File: src/rtl/pst_frame_scheduler.sv
// Two-requester frame scheduler for the PST core: loads token currents, waits SETTLE_CYC gamma
// pulses (or times out), captures the core winner and holds the result until it is accepted.
module pst_frame_scheduler #(
  parameter int unsigned SETTLE_CYC = 3,
  parameter logic [15:0] TIMEOUT    = 16'd1024,
  parameter logic [7:0]  IDLE_CUR   = 8'd0
) (
  input  logic        clk,
  input  logic        rst_n,
  input  logic        req0_valid,
  input  logic [31:0] req0_cur,
  output logic        req0_ready,
  input  logic        req1_valid,
  input  logic [31:0] req1_cur,
  output logic        req1_ready,
  output logic [7:0]  core_cur0,
  output logic [7:0]  core_cur1,
  output logic [7:0]  core_cur2,
  output logic [7:0]  core_cur3,
  input  logic        core_cyc_start,
  input  logic [2:0]  core_winner,
  input  logic [7:0]  core_winner_rel,
  input  logic [2:0]  core_winner_rate,
  output logic        res_valid,
  input  logic        res_ready,
  output logic        res_tag,
  output logic [2:0]  res_winner,
  output logic [7:0]  res_rel,
  output logic [2:0]  res_rate,
  output logic        res_err,
  output logic        busy
);

  typedef enum logic [1:0] {S_IDLE, S_SETTLE, S_CAPTURE, S_HOLD} state_e;

  localparam logic [3:0]  SETTLE_LAST = 4'(SETTLE_CYC - 1);
  localparam logic [15:0] TO_LAST     = TIMEOUT - 16'd1;

  state_e      state_q, state_d;
  logic [31:0] cur_q, cur_d;
  logic        tag_q, tag_d;
  logic        last_q, last_d;
  logic [3:0]  pulse_q, pulse_d;
  logic [15:0] to_q, to_d;
  logic        vld_q, vld_d;
  logic        err_q, err_d;
  logic [2:0]  win_q, win_d;
  logic [7:0]  rel_q, rel_d;
  logic [2:0]  rate_q, rate_d;

  logic gnt_idx;
  logic take;

  // Round-robin: on a tie the requester not granted last time wins.
  always_comb begin
    gnt_idx = req1_valid;
    if (req0_valid && req1_valid) begin
      gnt_idx = ~last_q;
    end
  end

  assign take       = rst_n && (state_q == S_IDLE) && (req0_valid || req1_valid);
  assign req0_ready = take && !gnt_idx;
  assign req1_ready = take && gnt_idx;

  always_comb begin
    state_d = state_q;
    cur_d   = cur_q;
    tag_d   = tag_q;
    last_d  = last_q;
    pulse_d = pulse_q;
    to_d    = to_q;
    vld_d   = vld_q;
    err_d   = err_q;
    win_d   = win_q;
    rel_d   = rel_q;
    rate_d  = rate_q;
    case (state_q)
      S_IDLE: begin
        if (take) begin
          cur_d   = gnt_idx ? req1_cur : req0_cur;
          tag_d   = gnt_idx;
          last_d  = gnt_idx;
          pulse_d = 4'd0;
          to_d    = 16'd0;
          state_d = S_SETTLE;
        end
      end
      S_SETTLE: begin
        // A pulse wins over a coincident timeout.
        if (core_cyc_start) begin
          to_d = 16'd0;
          if (pulse_q == SETTLE_LAST) begin
            state_d = S_CAPTURE;
          end else begin
            pulse_d = pulse_q + 4'd1;
          end
        end else if (to_q == TO_LAST) begin
          vld_d   = 1'b1;
          err_d   = 1'b1;
          win_d   = 3'd0;
          rel_d   = 8'd0;
          rate_d  = 3'd0;
          state_d = S_HOLD;
        end else begin
          to_d = to_q + 16'd1;
        end
      end
      S_CAPTURE: begin
        win_d   = core_winner;
        rel_d   = core_winner_rel;
        rate_d  = core_winner_rate;
        err_d   = 1'b0;
        vld_d   = 1'b1;
        state_d = S_HOLD;
      end
      S_HOLD: begin
        if (res_ready) begin
          vld_d   = 1'b0;
          cur_d   = {4{IDLE_CUR}};
          state_d = S_IDLE;
        end
      end
      default: state_d = S_IDLE;
    endcase
  end

  always_ff @(posedge clk or negedge rst_n) begin
    if (!rst_n) begin
      state_q <= S_IDLE;
      cur_q   <= {4{IDLE_CUR}};
      tag_q   <= 1'b0;
      last_q  <= 1'b1;
      pulse_q <= 4'd0;
      to_q    <= 16'd0;
      vld_q   <= 1'b0;
      err_q   <= 1'b0;
      win_q   <= 3'd0;
      rel_q   <= 8'd0;
      rate_q  <= 3'd0;
    end else begin
      state_q <= state_d;
      cur_q   <= cur_d;
      tag_q   <= tag_d;
      last_q  <= last_d;
      pulse_q <= pulse_d;
      to_q    <= to_d;
      vld_q   <= vld_d;
      err_q   <= err_d;
      win_q   <= win_d;
      rel_q   <= rel_d;
      rate_q  <= rate_d;
    end
  end

  assign core_cur0  = cur_q[7:0];
  assign core_cur1  = cur_q[15:8];
  assign core_cur2  = cur_q[23:16];
  assign core_cur3  = cur_q[31:24];
  assign res_valid  = vld_q;
  assign res_tag    = tag_q;
  assign res_winner = win_q;
  assign res_rel    = rel_q;
  assign res_rate   = rate_q;
  assign res_err    = err_q;
  assign busy       = (state_q != S_IDLE);

endmodule

File: config.mk
export PLATFORM = sky130hd
export DESIGN_NAME = pst_frame_scheduler
export DESIGN_NICKNAME = d
export VERILOG_FILES = /design/src/rtl/pst_frame_scheduler.sv
export SDC_FILE = /design/constraint.sdc
export NUM_CORES = 1
export LEC_CHECK = 0
export BUFFER_PORTS_ARGS = -buffer_cell sky130_fd_sc_hd__buf_2
export CORE_ASPECT_RATIO = 1.2
export CORE_UTILIZATION = 46
export DETAILED_ROUTE_END_ITERATION = 16
export PLACE_DENSITY = 0.76
export SETUP_SLACK_MARGIN = 0.15
export SYNTH_ARGS = -nofsm -noshare
export SYNTH_HDL_FRONTEND = slang
export SYNTH_SLANG_ARGS = --single-unit
File: constraint.sdc
create_clock -name clk -period 1.75 [get_ports clk]
set_input_delay 0.4375 -clock clk [delete_from_list [all_inputs] [get_ports clk]]
set_output_delay 0.4375 -clock clk [all_outputs]
set_load 0.01 [all_outputs]
==> flow_summary.json <==
{
  "status": "finished, violations left",
  "violations": "setup timing",
  "core-area_um2": 8560,
  "ys.flop_type": "dfrtp_1",
  "cts.sinks": 72,
  "reg2reg_from": "state_q[1]",
  "syn_inst": 382,
  "fin_nets": 687,
  "grt_pass1_wl_um": 17400,
  "ctsRootBufferMaster": "clkbuf_8",
  "whs_ps": 190,
  "final_cell_count_no_fill": 717,
  "syn_nets": 474,
  "powerDensity_nw_per_um2": 1840,
  "cp.arrival_ps": 2220,
  "gr-usage-all-layers": 0.246,
  "drive_above_1_share": 0.607,
  "synthTopCellsByArea": "dfrtp_1, mux2i_1, o31ai_2",
  "cp_cell_sequence": "inv_2 > ha_4 > buf_6 > o211ai_4 > buf_6 > a211o_4 > clkbuf_16 > o31ai_4",
  "syn-cell-area_um2": 4040,
  "final.period_utilization": 1.11,
  "fillers": 471,
  "crit_start": "state_q[1]",
  "antenna_found_initial": 0,
  "syn_to_final_growth_pct": 64.2,
  "hold_class": "in2async",
  "placedCellCount": 648,
  "clk_path_buf_depth": 2,
  "worstSetupEndpointType": "flop",
  "fmax_mhz": 513,
  "postSynthAreaPerCell_um2": 10.6,
  "clkTransAtPathRegs_ps": 80,
  "cpMostUsedCell": "buf_6",
  "row_count": 37,
  "synth_top_area_frac": 0.440,
  "firstDrtPassIters": 5,
  "synth-async-reset-ratio": 1.00,
  "worst-path-max-fanout": 6,
  "yosysTopAreaCell": "dfrtp_1",
  "vdd_drop_max_mv": 0.863,
  "ys_ff_latch": 72,
  "h-tree-depth": 3,
  "crit_path_start_kind": "flop",
  "num_vias": 4164,
  "relSlewSlack": 0.643,
  "leakage_nw": 3.18,
  "drt.antenna.violating_nets": 0,
  "yosysUniqueCellTypes": 53,
  "seq_area_frac_synth": 0.447,
  "cts_buffers": 9,
  "grt-ovfl-total": 0,
  "num_io_pins": 136,
  "die_area_um2": 9160,
  "finalWeightedCongestion": 0.863,
  "synth_edf_count": 0,
  "fp.dieH_um": 105,
  "min_period_ps": 1950,
  "wl_per_cell_um": 20.6,
  "slew_viol_final": 0,
  "drt_iter0_markers": 267,
  "worst_pin_slew_ps": 535,
  "die_width_um": 87.5,
  "drt-total-wl_um": 14800,
  "grt_pass1_vias": 3753,
  "avgViaCountPerCell": 5.81,
  "insertion_delay_ps": 360,
  "layout_setup_ws_ps": -199,
  "power_mw": 12.2,
  "hpwl_um": 7010,
  "port_buffers": 135,
  "slowest_delay_ps": 420,
  "n_antenna_cell": 0,
  "max-cap-violations": 0,
  "clock-skew-final_ps": 11.6,
  "yosysWarnings": 0,
  "start_util": 0.471,
  "hold_viol_final": 0,
  "cp.required_ps": 2020,
  "finalSetupViolations": 65,
  "grt_setup_unrepaired": "true",
  "grt_max_degree": 39,
  "worst-setup-path-type": "reg2reg",
  "drc": 0,
  "cp_slowest_cell": "a211o_4",
  "cts_tree": "done"
}
[final cells by class]
class	count	area, µm²	share of cell area
multi-input cells	265	2750	0.415
clock inverters	2	35.0	0.00528
repair buffers	223	1620	0.244
inverters	24	90.1	0.0136
clock buffers	14	183	0.0276
flip-flops and latches	72	1810	0.273
well taps	117	146	0.0221
[path summary, 6_finish.rpt]
| path | cells after the start | to | slack [ps] |
|---|---|---|---|
| max reg2reg | 8 | cur_q[18] | -200 |
| min reg2reg | 1 | res_tag | 480 |
| min in group clk | 3 | res_rel[0] | 320 |
| max in group asynchronous | 2 | to_q[10] | 1180 |
| max | 8 | cur_q[18] | -200 |
| min | 2 | res_valid | 190 |
[logic make-up (layout without fill, tap and decap cells)]
group	count (synthesis)	in the layout	share of synthesized area
adders and majority gates	8	8	0.0248
buffers and inverters	48	263	0.0595
DFF	72	72	0.447
and+or+nand+nor	123	124	0.158
muxes	48	48	0.121
AOI/OAI and AO/OA	83	85	0.190
[synth_stat cells (all sizes together), types with 7 or more instances]
cell and instances:
ha 8, nor2 9, buf 16, a21oi 8, inv 24, or4 7, nand2 65, nand3 13
dfrtp 71, o31ai 32, o211ai 10, mux2i 46, clkbuf 8
[flip-flops by register name (all words and copies together) (netlist names)]
signal,flops
cur_q,32
to_q,16
res_rel,8
pulse_q,4
res_rate,3
res_winner,3
state_q,2
last_q,1
res_err,1
res_tag,1
res_valid,1
[per-stage QoR]
stage                     worst slack (ps)  TNS (ps)  utilization  area [µm²]
after detailed placement             -8.53     -8.53        0.610        5220
final                                 -199     -5810        0.774        6630
after floorplan                       23.4         0            -        4260
after global routing                  -216     -8120        0.774        6630
after CTS                            -91.8     -1360        0.687        5880
after global placement                50.6         0        0.610        5220
[timing repair]
action	4_1_cts	5_1_grt
hold buffers	0	0
buffers inserted	27	12
endpoints found under the hold margin	0	0
gates cloned	4	10
pin swaps	22	35
endpoints found under the setup margin	71	73
resized for setup	39	78
[per-layer routing]
| layer | GRT usage | wire [µm] | vias to the layer above |
|---|---|---|---|
| li1 | - | - | 1831 |
| met1 | 0.280 | 5430 | 2059 |
| met2 | 0.448 | 7870 | 208 |
| met3 | 0.0545 | 830 | 66 |
| met4 | 0.0785 | 624 | 0 |
| met5 | 0 | 0 | - |
[power by group]
part | leakage [nW] | switching (mW) | internal, mW | total, mW
Sequential | 0.937 | 0.522 | 2.30 | 2.83
Clock | 0.113 | 0.663 | 0.814 | 1.48
Combinational | 2.13 | 4.11 | 3.76 | 7.87
[worst max-delay path: cells and delay by family (launching register included)]
family                   cells  cell delay, ps
flip-flops                   1             410
AO/OA/AOI/OAI                3             710
buffers and inverters        4             550
adder cells (fa/ha/maj)      1             170
[layout by cell type, fill, tap and decap left out, drive strengths merged, types with 3 or more instances in the layout]
master	synthesis	layout
a211o	3	4
a21boi	3	3
a21o	3	3
a21oi	8	8
a22o	4	4
a31oi	4	4
and3	4	5
and4	4	4
buf	16	216
clkbuf	8	21
dfrtp	71	71
ha	8	8
inv	24	24
mux2i	46	46
nand2	65	65
nand2b	4	4
nand3	13	13
nand4	5	5
nor2	9	9
o211ai	10	10
o21ai	5	6
o22ai	3	3
o31ai	32	32
or4	7	7
No activity file was read; power rests on OpenSTA's default activity.
